### src/rtl/line_fill_buffer.sv
// Line fill buffer: fetches an 8-word line in critical-word-first wrap order
// and merges in-flight stores. Define LFB_CRIT_WORD_EN for early critical-word forwarding.
module line_fill_buffer #(
    parameter int WORD_W = 32,
    parameter int ADDR_W = 32
) (
    input  logic                  clk,
    input  logic                  rst_n,
    input  logic                  miss_valid,
    input  logic [ADDR_W-1:0]     miss_addr,
    output logic                  miss_ready,
    output logic                  mem_req,
    output logic [ADDR_W-1:0]     mem_addr,
    input  logic                  mem_gnt,
    input  logic                  mem_rvalid,
    input  logic [WORD_W-1:0]     mem_rdata,
    input  logic                  st_valid,
    input  logic [7:0]            st_word_en,
    input  logic [WORD_W-1:0]     st_data,
    output logic                  fill_valid,
    output logic [8*WORD_W-1:0]   fill_line,
    output logic [ADDR_W-1:0]     fill_addr,
    input  logic                  fill_ready,
    output logic                  crit_valid,
    output logic [WORD_W-1:0]     crit_data
);

    typedef enum logic [1:0] {IDLE, REQ, FILL, DONE} state_t;

    state_t              state, state_nxt;
    logic [ADDR_W-1:0]   addr_q;
    logic [2:0]          ptr;
    logic [2:0]          cnt;
    logic [7:0]          owned;
    logic [WORD_W-1:0]   line_q [8];

    logic accept;
    logic beat;
    logic store_ok;
    logic release_line;

    assign accept       = miss_valid && (state == IDLE);
    assign beat         = mem_rvalid && (state == FILL);
    assign store_ok     = st_valid && ((state == FILL) || (state == DONE));
    assign release_line = (state == DONE) && fill_ready;

    // NOTE: sequential state uses non-blocking assignments so every register
    // samples the pre-edge values of the others, independent of block order.
    always_ff @(posedge clk or negedge rst_n) begin
        if (!rst_n) state <= IDLE;
        else        state <= state_nxt;
    end

    // NOTE: every output of this block gets a default first, so no path can
    // leave a signal unassigned and infer a latch.
    always_comb begin
        state_nxt  = state;
        miss_ready = 1'b0;
        mem_req    = 1'b0;
        fill_valid = 1'b0;
        case (state)
            IDLE: begin
                miss_ready = 1'b1;
                if (miss_valid) state_nxt = REQ;
            end
            REQ: begin
                mem_req = 1'b1;
                if (mem_gnt) state_nxt = FILL;
            end
            FILL: begin
                if (mem_rvalid && (cnt == 3'd7)) state_nxt = DONE;
            end
            DONE: begin
                fill_valid = 1'b1;
                if (fill_ready) state_nxt = IDLE;
            end
            default: state_nxt = IDLE;
        endcase
    end

    // Byte offset is dropped at capture so mem_addr is the register itself.
    always_ff @(posedge clk or negedge rst_n) begin
        if (!rst_n) begin
            addr_q <= '0;
            ptr    <= '0;
            cnt    <= '0;
        end else if (accept) begin
            addr_q <= miss_addr & ~ADDR_W'(3);
            ptr    <= miss_addr[4:2];
            cnt    <= '0;
        end else if (beat) begin
            ptr    <= ptr + 3'd1;
            cnt    <= cnt + 3'd1;
        end
    end

    always_ff @(posedge clk or negedge rst_n) begin
        if (!rst_n)            owned <= '0;
        else if (release_line) owned <= '0;
        else if (store_ok)     owned <= owned | st_word_en;
    end

    // NOTE: the line storage is reset explicitly because a refill abandoned by
    // reset must not leave stale words visible; this keeps it out of RAM macros.
    always_ff @(posedge clk or negedge rst_n) begin
        if (!rst_n) begin
            for (int n = 0; n < 8; n++) line_q[n] <= '0;
        end else begin
            for (int n = 0; n < 8; n++) begin
                if (store_ok && st_word_en[n])
                    line_q[n] <= st_data;
                else if (beat && (ptr == 3'(n)) && !owned[n])
                    line_q[n] <= mem_rdata;
            end
        end
    end

    for (genvar g = 0; g < 8; g++) begin : g_pack
        assign fill_line[g*WORD_W +: WORD_W] = line_q[g];
    end

    assign mem_addr  = addr_q;
    assign fill_addr = {addr_q[ADDR_W-1:5], 5'b0};

`ifdef LFB_CRIT_WORD_EN
    assign crit_valid = beat && (cnt == 3'd0);
    assign crit_data  = crit_valid ? mem_rdata : '0;
`else
    assign crit_valid = 1'b0;
    assign crit_data  = '0;
`endif

endmodule

### config.mk
export PLATFORM = sky130hd
export DESIGN_NAME = line_fill_buffer
export DESIGN_NICKNAME = d
export VERILOG_FILES = /design/src/rtl/line_fill_buffer.sv
export SDC_FILE = /design/constraint.sdc
export NUM_CORES = 1
export LEC_CHECK = 0
export CAP_MARGIN = 0
export CORE_MARGIN = 2
export CORE_UTILIZATION = 30
export DETAILED_ROUTE_END_ITERATION = 8
export GPL_ROUTABILITY_DRIVEN = 0
export SYNTH_ARGS = -nofsm -noshare
export SYNTH_HDL_FRONTEND = slang
export SYNTH_SLANG_ARGS = --single-unit
### constraint.sdc
create_clock -name clk -period 2.3 [get_ports clk]
set_input_delay 0.69 -clock clk [delete_from_list [all_inputs] [get_ports clk]]
set_output_delay 0.69 -clock clk [all_outputs]
set_load 0.01 [all_outputs]
==> run metrics <==
core area 49900 sq um; WP data required 1.61 ns; Setup crit end fill_line[216]; Die ar. 52000 sq um; clk sinks 302; Final Non-Filler Cells 2712; Area Overhead vs Synth 40.2%; Comb pwr share 0.497; actual slew at the worst max-slew pin 0.604 ns; sw frac 0.392; worst r2r src state[0]; hold_buf cts 0; CP max FO 2; CP max-delay cell clkdlybuf4s50_1; FF-to-FF End fill_line[4]; Final Critical Period 2.24 ns; startpoint types flop; Switch Pwr 12200 uW; status complete, no violations; Slew headroom 0.596; ys async rst share 1.00; number of synthesized flops with an enable pin 0; class of the most critical setup path flop to output port; Initial Util 0.302; fill count 4864; HP Class input port to asynchronous set/reset pin; cell family with most CP delay buffers and inverters; register area share after synthesis 0.502; CP max stage delay 0.57 ns; Top FF cell, synth dfrtp_1; Die Y 228 um; setup slack, reg-to-reg 0.26 ns; cell count along the critical path 1; setup ws final 0.0565 ns; worst path cell trace clkdlybuf4s50_1; Yosys cell types 34; maximum vdd drop 677 uV; Slew Limit Fails 0; Post-CTS Setup Inserts 0; DR vias 14.7k; Layout Nets 2138; CP Buf/Inv Count 1; total gr overflow 0; Pint 18800 uW; Post-DP HPWL 43.1 mm; number of port buffers 424; Yosys reg bits 302; Pleak 0.00884 uW; Clock Tree Buf Depth 3; Setup-failing EPs final 0; worst hold slack 0.0269 ns; number of max-cap violations 0; post-route ant nets 0; CTS Buf Count 37; clock share of power 0.185; TritonCTS clock tree yes; H-tree depth 2; Crit. Startpoint fill_line[216]; clk_lat worst skew 0.55 ns; synthesized area 15000 sq um; Clock Root Buffer clkbuf_16; Final Hold Viols 0; layout cells sized above 1 0.0751; drt wl/cell 23.8 um; Post-Place Cells 2648; Reg power frac 0.319; RSZ-0062 raised after global routing no; Die Wd 228 um; FF-to-FF path depth 7; final period utilization 0.975; Post-Route WL 64.4 mm; gr usage total 0.241; synth warn 0; utilization after layout 0.423; fmax 0.446 GHz; Clock transition at path regs 0.06 ns; initial antenna violation count 3; vias in the first global route 14.4k; Mapped Cells 1723; first-pass GRT wire length 95.4 mm; # IOs 467; Arrival @ worst endpoint 1.55 ns; power per cell area 1470 nW/um^2; Worst setup EP type output port; Placement Setup Slack -0.142 ns; DRC 0; Mapped Avg Cell Area 8.73 sq um; Fin Setup TNS 0 ns; initial drt markers 1718; vias per cell 5.41; Rows 82; largest net degree at the start of global routing 97; TritonRoute pass-1 iters 7; Final Skew 0.0195 ns
==> registers in the layout (all words and copies together), names as in the netlist <==
name       flops
fill_line    256
mem_addr      30
owned          8
cnt            3
ptr            3
state          2
==> cell usage after synthesis, types with 2 or more instances <==
master    count  area (sq um)
dfrtp_1     302          7560
a21oi_1     259          1300
nor2_1      257           965
o21ai_0     194           971
a31oi_1     192          1200
clkbuf_1    131           492
nand2_1      96           360
buf_4        82           616
mux2i_1      65           651
buf_2        61           305
ha_1         12           150
buf_1         8          30.0
inv_1         8          30.0
nor2b_1       8          50.1
o211ai_1      8          60.1
nand2b_1      6          37.5
o211a_1       6          60.1
o21a_1        6          45.0
a21boi_0      3          22.5
nand3_1       3          15.0
clkbuf_2      2          10.0
nand4b_1      2          17.5
==> power by group through the flow <==
stage	clock, uW	sequential [uW]	combinational (uW)
3_5_place_dp	0	9880	15400
5_1_grt	6050	10200	16500
3_3_place_gp	0	9870	15200
6_report	5730	9880	15400
2_1_floorplan	0	10500	5860
4_1_cts	5840	9860	15500
==> worst min-delay path by stage <==
stage                endpoint  cells after the start   startpoint  slack, ns
5_1_grt        fill_line[252]                      1        rst_n       0.03
2_1_floorplan          cnt[0]                      0        rst_n       0.39
6_report       fill_line[252]                      1        rst_n       0.03
3_5_place_dp      mem_addr[3]                      2  mem_addr[3]       0.47
3_3_place_gp      mem_addr[2]                      2  mem_addr[2]       0.46
4_1_cts        fill_line[252]                      1        rst_n       0.01
==> final cells by class <==
class	instances	area, sq um	share of cell area
Sequential cell	302	7560	0.358
Inverter	8	30.0	0.00142
Clock buffer	50	1020	0.0486
Timing Repair Buffer	498	5280	0.250
Antenna cell	2	5.00	0.000237
Clock inverter	12	126	0.00599
Tap cell	672	841	0.0399
Multi-Input combinational cell	1168	6230	0.296
==> routing by layer <==
metal / vias to the layer above / part of all wire / track usage
met5: - / 0 / 0
met4: 0 / 0.033 / 0.0825
met3: 121 / 0.080 / 0.0488
met2: 828 / 0.47 / 0.393
met1: 7260 / 0.41 / 0.319
li1: 6474 / - / -
==> logic make-up (layout without fill, tap and decap cells) <==
logic type	after synthesis	after routing	synth area share
AOI/OAI and AO/OA	671	671	0.245
and+or+nand+nor	377	377	0.0984
DFF	302	302	0.502
buffers and inverters	292	568	0.0986
muxes	66	66	0.0440
adders and majority gates	12	12	0.00998
xor gates and xnor gates	2	2	0.00116
other	1	42	0.000249
==> metrics by stage <==
stage	area (sq um)	total power, uW
after floorplan	15200	16400
after global placement	19900	25000
after detailed placement	19900	25300
after CTS	21100	31200
after global routing	21100	32800
final	21100	31000
==> what timing repair did <==
action / 4_1_cts / 5_1_grt
resized for setup: 5 / 2
cloned: 0 / 0
endpoints found under the setup margin: 3 / 2
==> cell usage in the layout (no fill, tap or decap), types with 2 or more instances in the layout <==
| master | netlist | layout |
|---|---|---|
| o211ai_1 | 8 | 8 |
| clkbuf_1 | 131 | 8 |
| nand2b_2 | 0 | 6 |
| inv_1 | 8 | 8 |
| ha_1 | 12 | 11 |
| o211a_2 | 0 | 4 |
| bufinv_16 | 0 | 2 |
| clkinvlp_4 | 0 | 2 |
| nand2_1 | 96 | 96 |
| buf_4 | 82 | 36 |
| inv_6 | 0 | 2 |
| clkdlybuf4s50_1 | 0 | 419 |
| clkbuf_8 | 0 | 5 |
| nor2b_1 | 8 | 2 |
| dlygate4sd2_1 | 0 | 2 |
| o211a_1 | 6 | 2 |
| conb_1 | 1 | 40 |
| nand3_1 | 3 | 2 |
| clkinv_2 | 0 | 5 |
| mux2i_1 | 65 | 65 |
| a21boi_0 | 3 | 3 |
| nor2_1 | 257 | 257 |
| o21ai_0 | 194 | 194 |
| nor2b_4 | 0 | 6 |
| dfrtp_1 | 302 | 302 |
| clkbuf_16 | 0 | 37 |
| a21oi_1 | 259 | 259 |
| a31oi_1 | 192 | 192 |
| diode_2 | 0 | 2 |
| o21a_1 | 6 | 6 |
| nand4b_1 | 2 | 2 |
| buf_12 | 0 | 38 |
No activity file was read; power rests on OpenSTA's default activity.
